$ cat src/rtl/isa_pkg.sv
// Shared ISA definitions: opcode values, instruction field geometry and
// the fetch front-end state encoding.
package isa_pkg;

    localparam int OPC_W = 4;
    localparam int IMM_W = 6;
    localparam int RT_W  = 3;

    localparam logic [OPC_W-1:0] OP_TBD    = 4'd0;
    localparam logic [OPC_W-1:0] OP_HALT   = 4'd1;
    localparam logic [OPC_W-1:0] OP_SUB    = 4'd2;
    localparam logic [OPC_W-1:0] OP_WR     = 4'd3;
    localparam logic [OPC_W-1:0] OP_SEARCH = 4'd4;
    localparam logic [OPC_W-1:0] OP_BEQ    = 4'd5;
    localparam logic [OPC_W-1:0] OP_WM     = 4'd6;
    localparam logic [OPC_W-1:0] OP_SMR    = 4'd7;
    localparam logic [OPC_W-1:0] OP_RXOR   = 4'd8;
    localparam logic [OPC_W-1:0] OP_SRL    = 4'd9;
    localparam logic [OPC_W-1:0] OP_BSQ    = 4'd10;

    // DRAIN: halt word captured, waiting for decode to take it.
    typedef enum logic [1:0] {
        ST_IDLE,
        ST_RUN,
        ST_DRAIN,
        ST_HALTED
    } fetch_state_e;

endpackage

$ cat src/rtl/inst_fetch_if.sv
// Fetch-side bus: ROM address/data, decode valid/ready handshake and the
// PC redirect coming back from execute.
interface inst_fetch_if #(
    parameter int ADDR_W = 8,
    parameter int INST_W = 10
);
    logic [ADDR_W-1:0] InstAddress;
    logic [INST_W-1:0] InstIn;
    logic              InstValid;
    logic              InstReady;
    logic [INST_W-1:0] Inst;
    logic [ADDR_W-1:0] InstPC;
    logic              Redirect;
    logic [ADDR_W-1:0] RedirectPC;

    modport master (
        output InstAddress, InstValid, Inst, InstPC,
        input  InstIn, InstReady, Redirect, RedirectPC
    );

    modport slave (
        input  InstAddress, InstValid, Inst, InstPC,
        output InstIn, InstReady, Redirect, RedirectPC
    );
endinterface

$ cat src/rtl/inst_fetch.sv
// Instruction fetch front end: PC, ROM word capture register and fetch FSM.
// Optional INST_FETCH_PERF_EN adds saturating fetch/flush counters.
module inst_fetch
    import isa_pkg::*;
#(
    parameter int                ADDR_W   = 8,
    parameter int                INST_W   = 10,
    parameter logic [ADDR_W-1:0] RESET_PC = '0
) (
    input  logic         Clk,
    input  logic         Reset,
    input  logic         Start,
    output logic         Halted,
    inst_fetch_if.master bus
`ifdef INST_FETCH_PERF_EN
   ,output logic [15:0]  FetchCount,
    output logic [15:0]  FlushCount
`endif
);

    fetch_state_e      state_q, state_d;
    logic [ADDR_W-1:0] pc_q, pc_d;
    logic [ADDR_W-1:0] inst_pc_q, inst_pc_d;
    logic [INST_W-1:0] inst_q, inst_d;
    logic              valid_q, valid_d;
    logic              consume;

    always_comb begin
        // NOTE: every signal driven here gets a default first, so no path through the case can infer a latch.
        state_d   = state_q;
        pc_d      = pc_q;
        inst_pc_d = inst_pc_q;
        inst_d    = inst_q;
        valid_d   = valid_q;
        consume   = valid_q & bus.InstReady;

        case (state_q)
            ST_IDLE, ST_HALTED: begin
                if (Start) begin
                    state_d = ST_RUN;
                    pc_d    = RESET_PC;
                end
            end
            ST_RUN: begin
                if (bus.Redirect) begin
                    valid_d = 1'b0;
                    pc_d    = bus.RedirectPC;
                end else if (!valid_q || bus.InstReady) begin
                    inst_d    = bus.InstIn;
                    inst_pc_d = pc_q;
                    valid_d   = 1'b1;
                    pc_d      = pc_q + 1'b1;
                    if (bus.InstIn[INST_W-1 -: OPC_W] == OP_HALT) state_d = ST_DRAIN;
                end
            end
            ST_DRAIN: begin
                // A redirect means the halt was fetched down a wrong path.
                if (bus.Redirect) begin
                    valid_d = 1'b0;
                    pc_d    = bus.RedirectPC;
                    state_d = ST_RUN;
                end else if (consume) begin
                    valid_d = 1'b0;
                    state_d = ST_HALTED;
                end
            end
            default: state_d = ST_IDLE;
        endcase
    end

    // NOTE: sequential state uses non-blocking assignments so every flop samples pre-edge values.
    always_ff @(posedge Clk or posedge Reset) begin
        if (Reset) begin
            state_q   <= ST_IDLE;
            pc_q      <= RESET_PC;
            inst_pc_q <= '0;
            inst_q    <= '0;
            valid_q   <= 1'b0;
        end else begin
            state_q   <= state_d;
            pc_q      <= pc_d;
            inst_pc_q <= inst_pc_d;
            inst_q    <= inst_d;
            valid_q   <= valid_d;
        end
    end

    assign bus.InstAddress = pc_q;
    assign bus.InstValid   = valid_q;
    assign bus.Inst        = inst_q;
    assign bus.InstPC      = inst_pc_q;
    assign Halted          = (state_q == ST_HALTED);

`ifdef INST_FETCH_PERF_EN
    logic [15:0] fetch_cnt_q, fetch_cnt_d;
    logic [15:0] flush_cnt_q, flush_cnt_d;
    logic        start_ok;
    logic        flush;

    always_comb begin
        fetch_cnt_d = fetch_cnt_q;
        flush_cnt_d = flush_cnt_q;
        start_ok    = Start && (state_q == ST_IDLE || state_q == ST_HALTED);
        flush       = bus.Redirect && valid_q && !bus.InstReady;
        if (start_ok) begin
            fetch_cnt_d = '0;
            flush_cnt_d = '0;
        end else begin
            if (consume && fetch_cnt_q != 16'hFFFF) fetch_cnt_d = fetch_cnt_q + 16'd1;
            if (flush && flush_cnt_q != 16'hFFFF)   flush_cnt_d = flush_cnt_q + 16'd1;
        end
    end

    always_ff @(posedge Clk or posedge Reset) begin
        if (Reset) begin
            fetch_cnt_q <= '0;
            flush_cnt_q <= '0;
        end else begin
            fetch_cnt_q <= fetch_cnt_d;
            flush_cnt_q <= flush_cnt_d;
        end
    end

    assign FetchCount = fetch_cnt_q;
    assign FlushCount = flush_cnt_q;
`endif

endmodule

$ cat src/flat_wrapper.sv
// flat-port wrapper written by rule: the top's interface ports become plain ports
module inst_fetch_flat import isa_pkg::*;
#(
    parameter int                ADDR_W   = 8,
    parameter int                INST_W   = 10,
    parameter logic [ADDR_W-1:0] RESET_PC = '0
)
  (Clk, Reset, Start, Halted, bus_InstAddress, bus_InstValid, bus_Inst, bus_InstPC, bus_InstIn, bus_InstReady, bus_Redirect, bus_RedirectPC);
  inst_fetch_if #(.ADDR_W(ADDR_W), .INST_W(INST_W)) bus_i ();
  input  logic Clk;
  input  logic Reset;
  input  logic Start;
  output logic Halted;
  output wire logic [$bits(bus_i.InstAddress)-1:0] bus_InstAddress;
  output wire logic [$bits(bus_i.InstValid)-1:0] bus_InstValid;
  output wire logic [$bits(bus_i.Inst)-1:0] bus_Inst;
  output wire logic [$bits(bus_i.InstPC)-1:0] bus_InstPC;
  input wire logic [$bits(bus_i.InstIn)-1:0] bus_InstIn;
  input wire logic [$bits(bus_i.InstReady)-1:0] bus_InstReady;
  input wire logic [$bits(bus_i.Redirect)-1:0] bus_Redirect;
  input wire logic [$bits(bus_i.RedirectPC)-1:0] bus_RedirectPC;
  assign bus_InstAddress = bus_i.InstAddress;
  assign bus_InstValid = bus_i.InstValid;
  assign bus_Inst = bus_i.Inst;
  assign bus_InstPC = bus_i.InstPC;
  assign bus_i.InstIn = bus_InstIn;
  assign bus_i.InstReady = bus_InstReady;
  assign bus_i.Redirect = bus_Redirect;
  assign bus_i.RedirectPC = bus_RedirectPC;
  inst_fetch #(.ADDR_W(ADDR_W), .INST_W(INST_W), .RESET_PC(RESET_PC)) u_core (.Clk(Clk), .Reset(Reset), .Start(Start), .Halted(Halted), .bus(bus_i));
endmodule
$ cat config.mk
export PLATFORM = sky130hd
export DESIGN_NAME = inst_fetch_flat
export DESIGN_NICKNAME = d
export VERILOG_FILES = /design/src/rtl/isa_pkg.sv /design/src/rtl/inst_fetch_if.sv /design/src/rtl/inst_fetch.sv /design/src/flat_wrapper.sv
export SDC_FILE = /design/constraint.sdc
export NUM_CORES = 1
export LEC_CHECK = 0
export CORE_MARGIN = 3
export CORE_UTILIZATION = 50
export CTS_BUF_LIST = sky130_fd_sc_hd__clkbuf_4
export DETAILED_ROUTE_END_ITERATION = 7
export PLACE_DENSITY = 0.86
export SKIP_LAST_GASP = 1
export SYNTH_ARGS = -nofsm -noshare
export SYNTH_HDL_FRONTEND = slang
export SYNTH_SLANG_ARGS = --single-unit
$ cat constraint.sdc
create_clock -name Clk -period 3.9 [get_ports Clk]
set_input_delay 0.39 -clock Clk [delete_from_list [all_inputs] [get_ports Clk]]
set_output_delay 0.39 -clock Clk [all_outputs]
set_load 0.01 [all_outputs]
* Word level (Yosys, flattened, before mapping)
Cells that the tools add are included.
Storage, ports and cells: input bits 23, output and inout bits 28, logic and storage cells 45, register bits after elaboration 29, memory bits (writable) 0, ROM bits 0, memories 0, bits in latches 0
Cells by class: add/subtract/negate cells 1, reductions and logical operators 9, mux-type cells 17, bitwise logic cells 2, shifts and indexed selects 0, order comparisons 0, multiply operators 0, divide/modulo/power cells 0, equality and inequality tests 11
Operators with widths (count):
- $mux W8 | 4
- $pmux W8 S3 | 1
- $mux W2 | 6
- $reduce_and A3 Y1 | 3
- $add A8 B1 Y8 const B | 1
- $ne A2 B2 Y1 const B | 3
- $ne A3 B2 Y1 const B | 2
- $pmux W2 S3 | 1
- $reduce_and A5 Y1 | 1
- $eq A2 B2 Y1 const B | 2
- $eq A4 B1 Y1 const B | 1
- $mux W1 | 4
- $ne A2 B1 Y1 const B | 2
- $eq A2 B1 Y1 const B | 1
- $logic_not A2 Y1 | 1
- $pmux W1 S2 | 1
- $reduce_bool A2 Y1 | 1
- $reduce_or A2 Y1 | 1
- $and A1 B1 Y1 | 1
- $logic_not A1 Y1 | 1
- $logic_or A1 B1 Y1 | 1
- $not A1 Y1 | 1

* Logic depth before layout (Yosys ltp)
Gate-level depths: netlist of the first run.
depth in word-level cells 5, gate-level depth with buffers 7

* Worst setup path after synthesis of the first run
Ideal clock, no wire load.
path kind reg-to-reg, start register u_core.state_q[0], end register u_core.pc_q[4] (netlist: u_core.bus.InstAddress[4]), data arrival time 1789 ps, cell stages (with the launch flop) 7, buffers on the path 1, path slack 1987 ps, clock period less this slack 1913 ps, path through dfrtp_1 -> inv_1 -> ha_1 -> clkbuf_1 -> nor2b_1 -> or3_1 -> a211o_1
Between the ends: word-level cells in the longest chain between the ends 4
RTL lines:
- from (decl) | line inst_fetch.sv:21 | fetch_state_e state_q, state_d;
- from (signal assigned) | line inst_fetch.sv:80 | state_q <= state_d;
- $eq A2 B2 Y1 or $logic_not A2 Y1 (tied branches) | line inst_fetch.sv:37 | case (state_q)
- $reduce_or A2 Y1 | line inst_fetch.sv:37
- $ne A2 B2 Y1 (no source line)
- $reduce_and A3 Y1 (no source line)
- to (signal assigned) | line inst_fetch.sv:81 | pc_q <= pc_d;
- to (decl) | line inst_fetch.sv:22 | logic [ADDR_W-1:0] pc_q, pc_d;
Several ways; a longest one is shown, not always the timed one. A chain may end at the register's enable or synchronous reset.

* Final worst setup path of the first run
start register u_core.state_q[1], end register u_core.pc_q[3] (netlist: u_core.bus.InstAddress[3])
Same word-level chain as after synthesis.

==> summary by stage, run 1 <==
Cells and area
The most common cell after layout, fill and taps aside is clkdlybuf4s50_1. The non-filler instance count after layout is 215. The fraction of layout instances using a drive strength above 1 is 0.04348.

From synthesis to final layout, the design area changed by 36.48%. The layout net count is 212. The repair_antennas step left the layout with diodes totalling 0. Leaving out fill and tap cells, the most frequent cells in the layout are clkdlybuf4s50_1 (50), dfrtp_1 (29), mux2_1 (18), nand2_1 (12), clkbuf_4 (6).

Critical path
The kind of critical path is reg -> reg. STA puts the critical path data required time at 4150 ps. The critical path startpoint category is a flop. Data on the critical path arrives at its endpoint at around 2600 ps.

The endpoint class of the critical path is a flop. The largest driver fanout on the critical path is 22.

Timing
The clock skew after layout is 5.202 ps. Setup violations remaining at the end of the flow were counted as 0. The final critical-path share of the clock period is 0.5945. The final hold violation count is 0.

The relative max-transition margin is 0.3074. Setup repair after global routing left no endpoint under its margin. Setup slack closes at 1582 ps. The setup total negative slack is 0 ps.

Timing would allow up to 431.3 MHz. The final max-slew violation count was 0. The smallest clock period supported by the final layout is computed as 2318 ps. For the pin with the worst max-slew slack, the measured transition is 1038 ps.

Drt
The routed design uses 371 um of met3 wire. The wire length after detailed routing is 3.437 mm. The DRC violation count after routing is 0. The per-cell routed wire length is 15.99 um. The routed layout has ~1.3k vias. The total met2 wirelength after detailed routing is 1.653 mm.

The detailed router put a total of 1.337 mm of wire on met1. The ratio of routed vias to standard cells is 6.144. The detailed router finished its first iteration with 47 violations. The count of antenna-violating nets left after detailed routing is 0. The first-pass iteration count of the detailed router is 5. The top metal layer carrying routed signals is met4.

Synthesis
The leading area contributor after synthesis is dfrtp_1. The net count of the mapped netlist is 163. Synthesis handed over a netlist of 135 instances. During synthesis, Yosys emitted a total of 0 warnings.

After synthesis the cells add up to 1509 um2. Synthesis inferred 29 register bits. Counting flops with an async set or reset pin after synthesis yields a share of 1.000. By area the synthesized netlist is led by dfrtp_1 (48%), mux2_1 (13%), ha_1 (4.1%), nand2_1 (3.0%), a22oi_1 (2.5%). The top flip-flop cell by instance count after synthesis is dfrtp_1.

Synthesis instantiated 36 different standard cells from the library. Each instance of the synthesized netlist takes up on average roughly 11 um2. The number of enable flip-flop cells after synthesis is 0. Of the post-synthesis cell area, the dominant cell type holds 0.4809. The share of synthesized area occupied by flip-flops and latches is 0.4809.

Placement
Counting tap cells, the placed design contains a total of around 210 instances. The number of port buffers is 50. Routability-driven placement finished with a final weighted congestion of 0.8151. The worst setup slack before clock tree synthesis is 1182 ps. The post-detailed-placement half-perimeter wirelength is between 2 and 3 mm.

Power
Power spread over the standard cell area amounts to about 750 nW/um2. Across the VDD grid, the largest voltage drop is 0.0004836 V. In this run the static leakage power is 0.8843 nW. The post-layout total power is 0.001535 W.

Hold path
The path category of the worst min-delay check is reg -> reg.

Clock network
The maximum number of buffers from clock root to sink is 2. The clock transition time at the flip-flop clock pins of the worst setup and hold paths is roughly 90 ps. The buffer type at the clock tree root is clkbuf_4. TritonCTS built the clock tree.

The number of buffers created by CTS is 5. The clock net sink count is 29. The number of hold buffers added after CTS was 0.

The number of H-tree levels is 2. The source-to-sink clock delay at the later pin of the worst-skew pair is 320 ps. Post-CTS timing repair inserted 0 buffers for setup. The number of gates resized after CTS is 0.

Floorplanning
The starting density of the core is 0.5379. 51 I/O pins were placed. The die is 60.94 um wide.

The placeable core area is 2805 um2. The die covers 3713 um2. Measured along the y axis, the die boundary spans 60.94 um.

The initialized floorplan defines 19 standard-cell rows.

Global routing
The pin count of the biggest net entering global routing is 30. The via count of the first global-routing pass was 1273. The number of antenna violations at the first check in global routing is 0. Across every metal layer, demand over resource in global routing totals 0.1953. The first global-routing pass estimated 5.423 mm of wire. The remaining global-route overflow is 0.

Run status
The flow ran to the end, and the final reports show no timing, DRC or antenna violations.

Job
The number of max-cap violations is 0.
==> through the flow <==
stage	cell area, um2	util	hold WS (ps)
after CTS	2059	0.7342	499.7
after global placement	2011	0.7168	472.2
after floorplan	1509	-	468.1
after detailed placement	2011	0.7168	480.0
after global routing	2059	0.7342	521.0
final	2059	0.7342	494.4
==> metal layers <==
metal,vias up,global-route usage
met1,634,0.2187
li1,598,-
met3,15,0.07660
met5,-,0
met2,74,0.3313
met4,0,0.08050
==> critical path, stage by stage (launching register included) <==
cell and delay [ps]:
dfrtp_1 420, inv_1 90, ha_1 390, or3b_1 790, o41ai_1 420, o2bb2ai_1 150
==> area by class of cell <==
class                           instances  area [um2]
Clock buffer                            6       45.04
Sequential cell                        29       725.7
Timing Repair Buffer                   50       500.5
Clock inverter                          1       3.754
Tap cell                               31       38.79
Fill cell                             215       745.7
Inverter                                3       11.26
Multi-Input combinational cell         95       734.5
==> synth_stat cells, types with 3 or more instances <==
cell type  number
a22oi_1         5
buf_2           3
clkbuf_1        4
dfrtp_1        29
ha_1            5
inv_1           3
mux2_1         18
nand2_1        12
nand3_1         3
nor2_1          5
nor2b_1         3
nor4bb_1        3
o21ai_0         4
o21ai_1         3
o31ai_1         4
or3_1           3
==> final timing paths <==
| check | slack (ps) | from | cells past startpoint | to |
|---|---|---|---|---|
| hold reg to reg | 490 | u_core.bus.InstPC[1] | 1 | u_core.bus.InstPC[1] |
| min in group asynchronous | 610 | Reset | 2 | u_core.bus.Inst[0] |
| max in group asynchronous | 2660 | Reset | 2 | u_core.bus.Inst[6] |
| setup / recovery | 1580 | u_core.state_q[1] | 5 | u_core.bus.InstAddress[3] |
| hold / removal | 490 | u_core.bus.InstPC[1] | 1 | u_core.bus.InstPC[1] |
| setup reg to reg | 1580 | u_core.state_q[1] | 5 | u_core.bus.InstAddress[3] |
==> logic make-up after synthesis <==
logic type / synth area share
AOI/OAI and AO/OA: 0.1542
xor gates and xnor gates: 0.005805
adders and majority gates: 0.04146
buffers and inverters: 0.03233
DFF: 0.4809
muxes: 0.1484
and+or+nand+nor: 0.1368
==> report_power, final <==
part / switching (W) / internal [W] / total, W
clock network: 0.0000994 / 0.0000722 / 0.000172
logic: 0.000370 / 0.000436 / 0.000806
registers: 0.000119 / 0.000439 / 0.000558
total: 0.000588 / 0.000947 / 0.00154
==> registers in the layout, summed over array words and instances, names as in the netlist <==
register,flops
u_core.bus.InstPC,8
u_core.bus.InstAddress,8
u_core.bus.InstValid,1
u_core.state_q,2
u_core.bus.Inst,10
(Power assumes the default switching activity.)
==> run 2, diff against run 1 <==
--- a/config.mk
+++ b/config.mk
@@ -6,10 +6,10 @@
 export NUM_CORES = 1
 export LEC_CHECK = 0
 export CORE_MARGIN = 3
-export CORE_UTILIZATION = 50
+export CORE_UTILIZATION = 47
 export CTS_BUF_LIST = sky130_fd_sc_hd__clkbuf_4
 export DETAILED_ROUTE_END_ITERATION = 7
-export PLACE_DENSITY = 0.86
+export PLACE_DENSITY = 0.81
 export SKIP_LAST_GASP = 1
 export SYNTH_ARGS = -nofsm -noshare
 export SYNTH_HDL_FRONTEND = slang
==> constraint.sdc (replaced) <==
create_clock -name Clk -period 2.17 [get_ports Clk]
set_input_delay 0.217 -clock Clk [delete_from_list [all_inputs] [get_ports Clk]]
set_output_delay 0.217 -clock Clk [all_outputs]
set_load 0.01 [all_outputs]
==> run 2 against run 1 <==
  * Die area is 5.7% higher
  * Sequential share of layout area down 1.1 points
  * Flip-flop and latch count did not move
  * Count of clock-buffer cells in the layout is the same
  * Critical path depth increased by 1
  * Final cell count increased by 8.4%
  * Combinational power grew 90%
  * Sequential power rose by 79%
  * Clock power rose by 81%
  * Global-route usage grew 0.66 points
  * Worst hold slack got worse by 250 ps
==> summary by stage, run 2 (synthesis gave the netlist of run 1 again) <==
Critical path
The arrival time reported for the critical path endpoint is 2300 ps (-270 ps). The length in cells of the worst reg-to-reg path was 6 (+1). The critical path startpoint category is a flop.

The most critical setup path has its endpoint at u_core.bus.InstAddress[7]. The endpoint class of the critical path is a flop. The required time at the endpoint of the critical path is 2400 ps (-1750 ps). The endpoint identified for the worst register-to-register timing path is u_core.bus.InstAddress[7].

The largest driver fanout on the critical path is 6 (-73%). The worst register-to-register path begins at u_core.state_q[0]. The slack of the worst reg-to-reg path was 100 ps (-1480 ps).

The launching instance or port of the critical path is u_core.state_q[0]. By startpoint and endpoint, the worst setup path is classified as reg -> reg.

Global routing
The number of antenna violations at the first check in global routing came to 0 (unchanged). The remaining global-route overflow came to 0 (unchanged). The via count of the first global-routing pass is 1398 (+9.8%). The combined global-route utilization of all metal layers was 0.2019 (+0.006589). The wire length of the first global-routing pass was 6.216 mm (+15%).

The pin count of the biggest net entering global routing came to 30 (unchanged).

Clock network
The number of H-tree levels came to 2 (unchanged). The post-cts hold buffer count came to 0 (unchanged). The clock net sink count is 29 (unchanged). The number of gates resized after CTS came to 0 (unchanged).

The maximum number of buffers from clock root to sink came to 2 (unchanged). The number of buffers created by CTS is 5 (unchanged). TritonCTS built the clock tree. The tree is rooted in a clkbuf_4.

The buffer count from post-CTS setup fixing came to 0 (unchanged). The clock transition time at the flip-flop clock pins of the worst setup and hold paths came to 90 ps (about the same). The source-to-sink clock delay at the later pin of the worst-skew pair was 330 ps (about the same).

Drt
The via count was 1303 (-1.4%). The DRC violation total after the first TritonRoute iteration came to 22 (-53%). The first-pass iteration count of the detailed router is 4 (-1). The wire length after detailed routing is 3.543 mm (+3.1%). The DRC violation count after routing was 0 (unchanged). The ratio of routed vias to standard cells is 5.592 (-9.0%). The per-cell routed wire length is 15.21 um (-4.9%).

The count of antenna-violating nets left after detailed routing is 0 (unchanged).

Power
The leakage power is 0.9181 nW (+3.8%). The total power divided by cell area was 1336 nW/um2 (+79%). The worst voltage drop across the vdd grid is 0.0007068 V (+46%).

Cells and area
The layout net count is 219 (+3.3%). The number of filler instances in the final layout is 242 (+13%). The area growth from synthesis to layout is 40.88%.

The non-filler instance count after layout came to 233 (+8.4%). The antenna diode count is 0 (unchanged). The number of flip-flops in the largest register came to 10 (unchanged). The core utilization of the finished layout is 0.7330 (-0.001207). The fraction of layout instances using a drive strength above 1 is 0.07853 (+0.03506). Leaving out fill and tap cells, the most frequent cells in the layout are clkdlybuf4s50_1 (50), dfrtp_1 (29), mux2_1 (18), nand2_1 (12), buf_4 (7). The post-route cell area came to 2126 um2 (+3.2%). Leaving out fill and tap cells, the most frequent cell in the layout is clkdlybuf4s50_1.

Placement
The number of port buffers is 50 (unchanged). The post-detailed-placement cell area is 2077 um2 (+3.3%). The final weighted congestion of routability-driven global placement was 0.8111 (-0.49%). The post-detailed-placement half-perimeter wirelength came to 2.629 mm (+3.2%).

The count of placed standard cells including taps was 226 (+8.7%).

Timing
The relative max-transition margin is 0.5963 (+0.2889). The final critical-path share of the clock period was 0.9539 (+0.3595). The final setup violation count is 0 (unchanged).

The final max-slew violation count is 0 (unchanged). Setup repair after global routing left no endpoint under its margin. The clock skew after layout came to 12.84 ps (+7.639 ps).

The setup total negative slack is 0 ps (unchanged). The slew of the pin with the lowest slew margin was 600.9 ps (-436.8 ps). The final critical-path required period is 2070 ps (-248.3 ps).

The final hold violation count is 0 (unchanged). The peak clock frequency supported by timing is 483.1 MHz (+12%). The tightest hold margin came to 239.7 ps (-254.7 ps).

Floorplanning
The placeable core area was 2900 um2 (+3.4%). The die width is 62.66 um (+2.8%). The number of ports placed on the die boundary is 51 (unchanged). The starting density of the core is 0.5203 (-0.01764).

The die outline height is 62.66 um (+2.8%). The number of standard-cell rows in the floorplan came to 19 (unchanged). The die outline area is 3926 um2 (+5.7%).

Job
The number of max-cap violations is 0 (unchanged).

Hold path
The tightest min-delay check is of the in -> async type.

Run status
The flow ran to the end, and the final reports show no timing, DRC or antenna violations.
==> run 2: cell count changes in the layout (fill, tap and decap cells not counted), sizes merged <==
| cell | change |
|---|---|
| buf | +7 |
==> run 2: layout make-up <==
| cell class | instances | area [um2] | area share |
|---|---|---|---|
| Multi-Input combinational cell | 95 | 734.5 | 0.3455 |
| Clock buffer | 6 | 45.04 | 0.02119 |
| Timing Repair Buffer | 57 | 553.0 | 0.2602 |
| Clock inverter | 1 | 3.754 | 0.001766 |
| Tap cell | 42 | 52.55 | 0.02472 |
| Sequential cell | 29 | 725.7 | 0.3414 |
| Inverter | 3 | 11.26 | 0.005297 |
==> run 2: metrics by stage <==
step                      setup slack, ps  power, W
after floorplan                     256.7  0.001782
after global placement              245.4  0.002494
after detailed placement            153.6  0.002551
after CTS                           167.7  0.002870
after global routing                35.16  0.003060
final                               99.96  0.002839
==> run 2: layer usage <==
| layer | part of all wire | wire length (um) | global-route usage | vias up |
|---|---|---|---|---|
| met4 | 0.041 | 146 | 0.1267 | 0 |
| li1 | - | - | - | 611 |
| met3 | 0.095 | 336 | 0.08993 | 17 |
| met2 | 0.46 | 1617 | 0.3209 | 63 |
| met5 | 0 | 0 | 0 | - |
| met1 | 0.41 | 1442 | 0.2189 | 612 |
==> run 2: worst max-delay path, cell delays in order (launching register included) <==
cell and delay (ps):
dfrtp_1 400, inv_1 80, ha_1 370, nor2b_1 190
nor3_1 530, o31ai_1 160, a22o_1 260
==> run 2: how the worst min path moves through the flow <==
stage                     slack [ps]  cells past startpoint                  from                         to
after floorplan                  300                      1                 Reset  u_core.bus.InstAddress[0]
after global placement           470                      1  u_core.bus.InstPC[1]       u_core.bus.InstPC[1]
after detailed placement         480                      1    u_core.bus.Inst[2]         u_core.bus.Inst[2]
after CTS                        240                      3                 Reset       u_core.bus.InstPC[6]
after global routing             310                      3                 Reset         u_core.bus.Inst[4]
final                            240                      3                 Reset  u_core.bus.InstAddress[4]
==> run 2: power by group <==
group	internal, W	switching [W]
sequential	0.000789	0.000211
combinational	0.000847	0.000681
clock	0.000130	0.000181
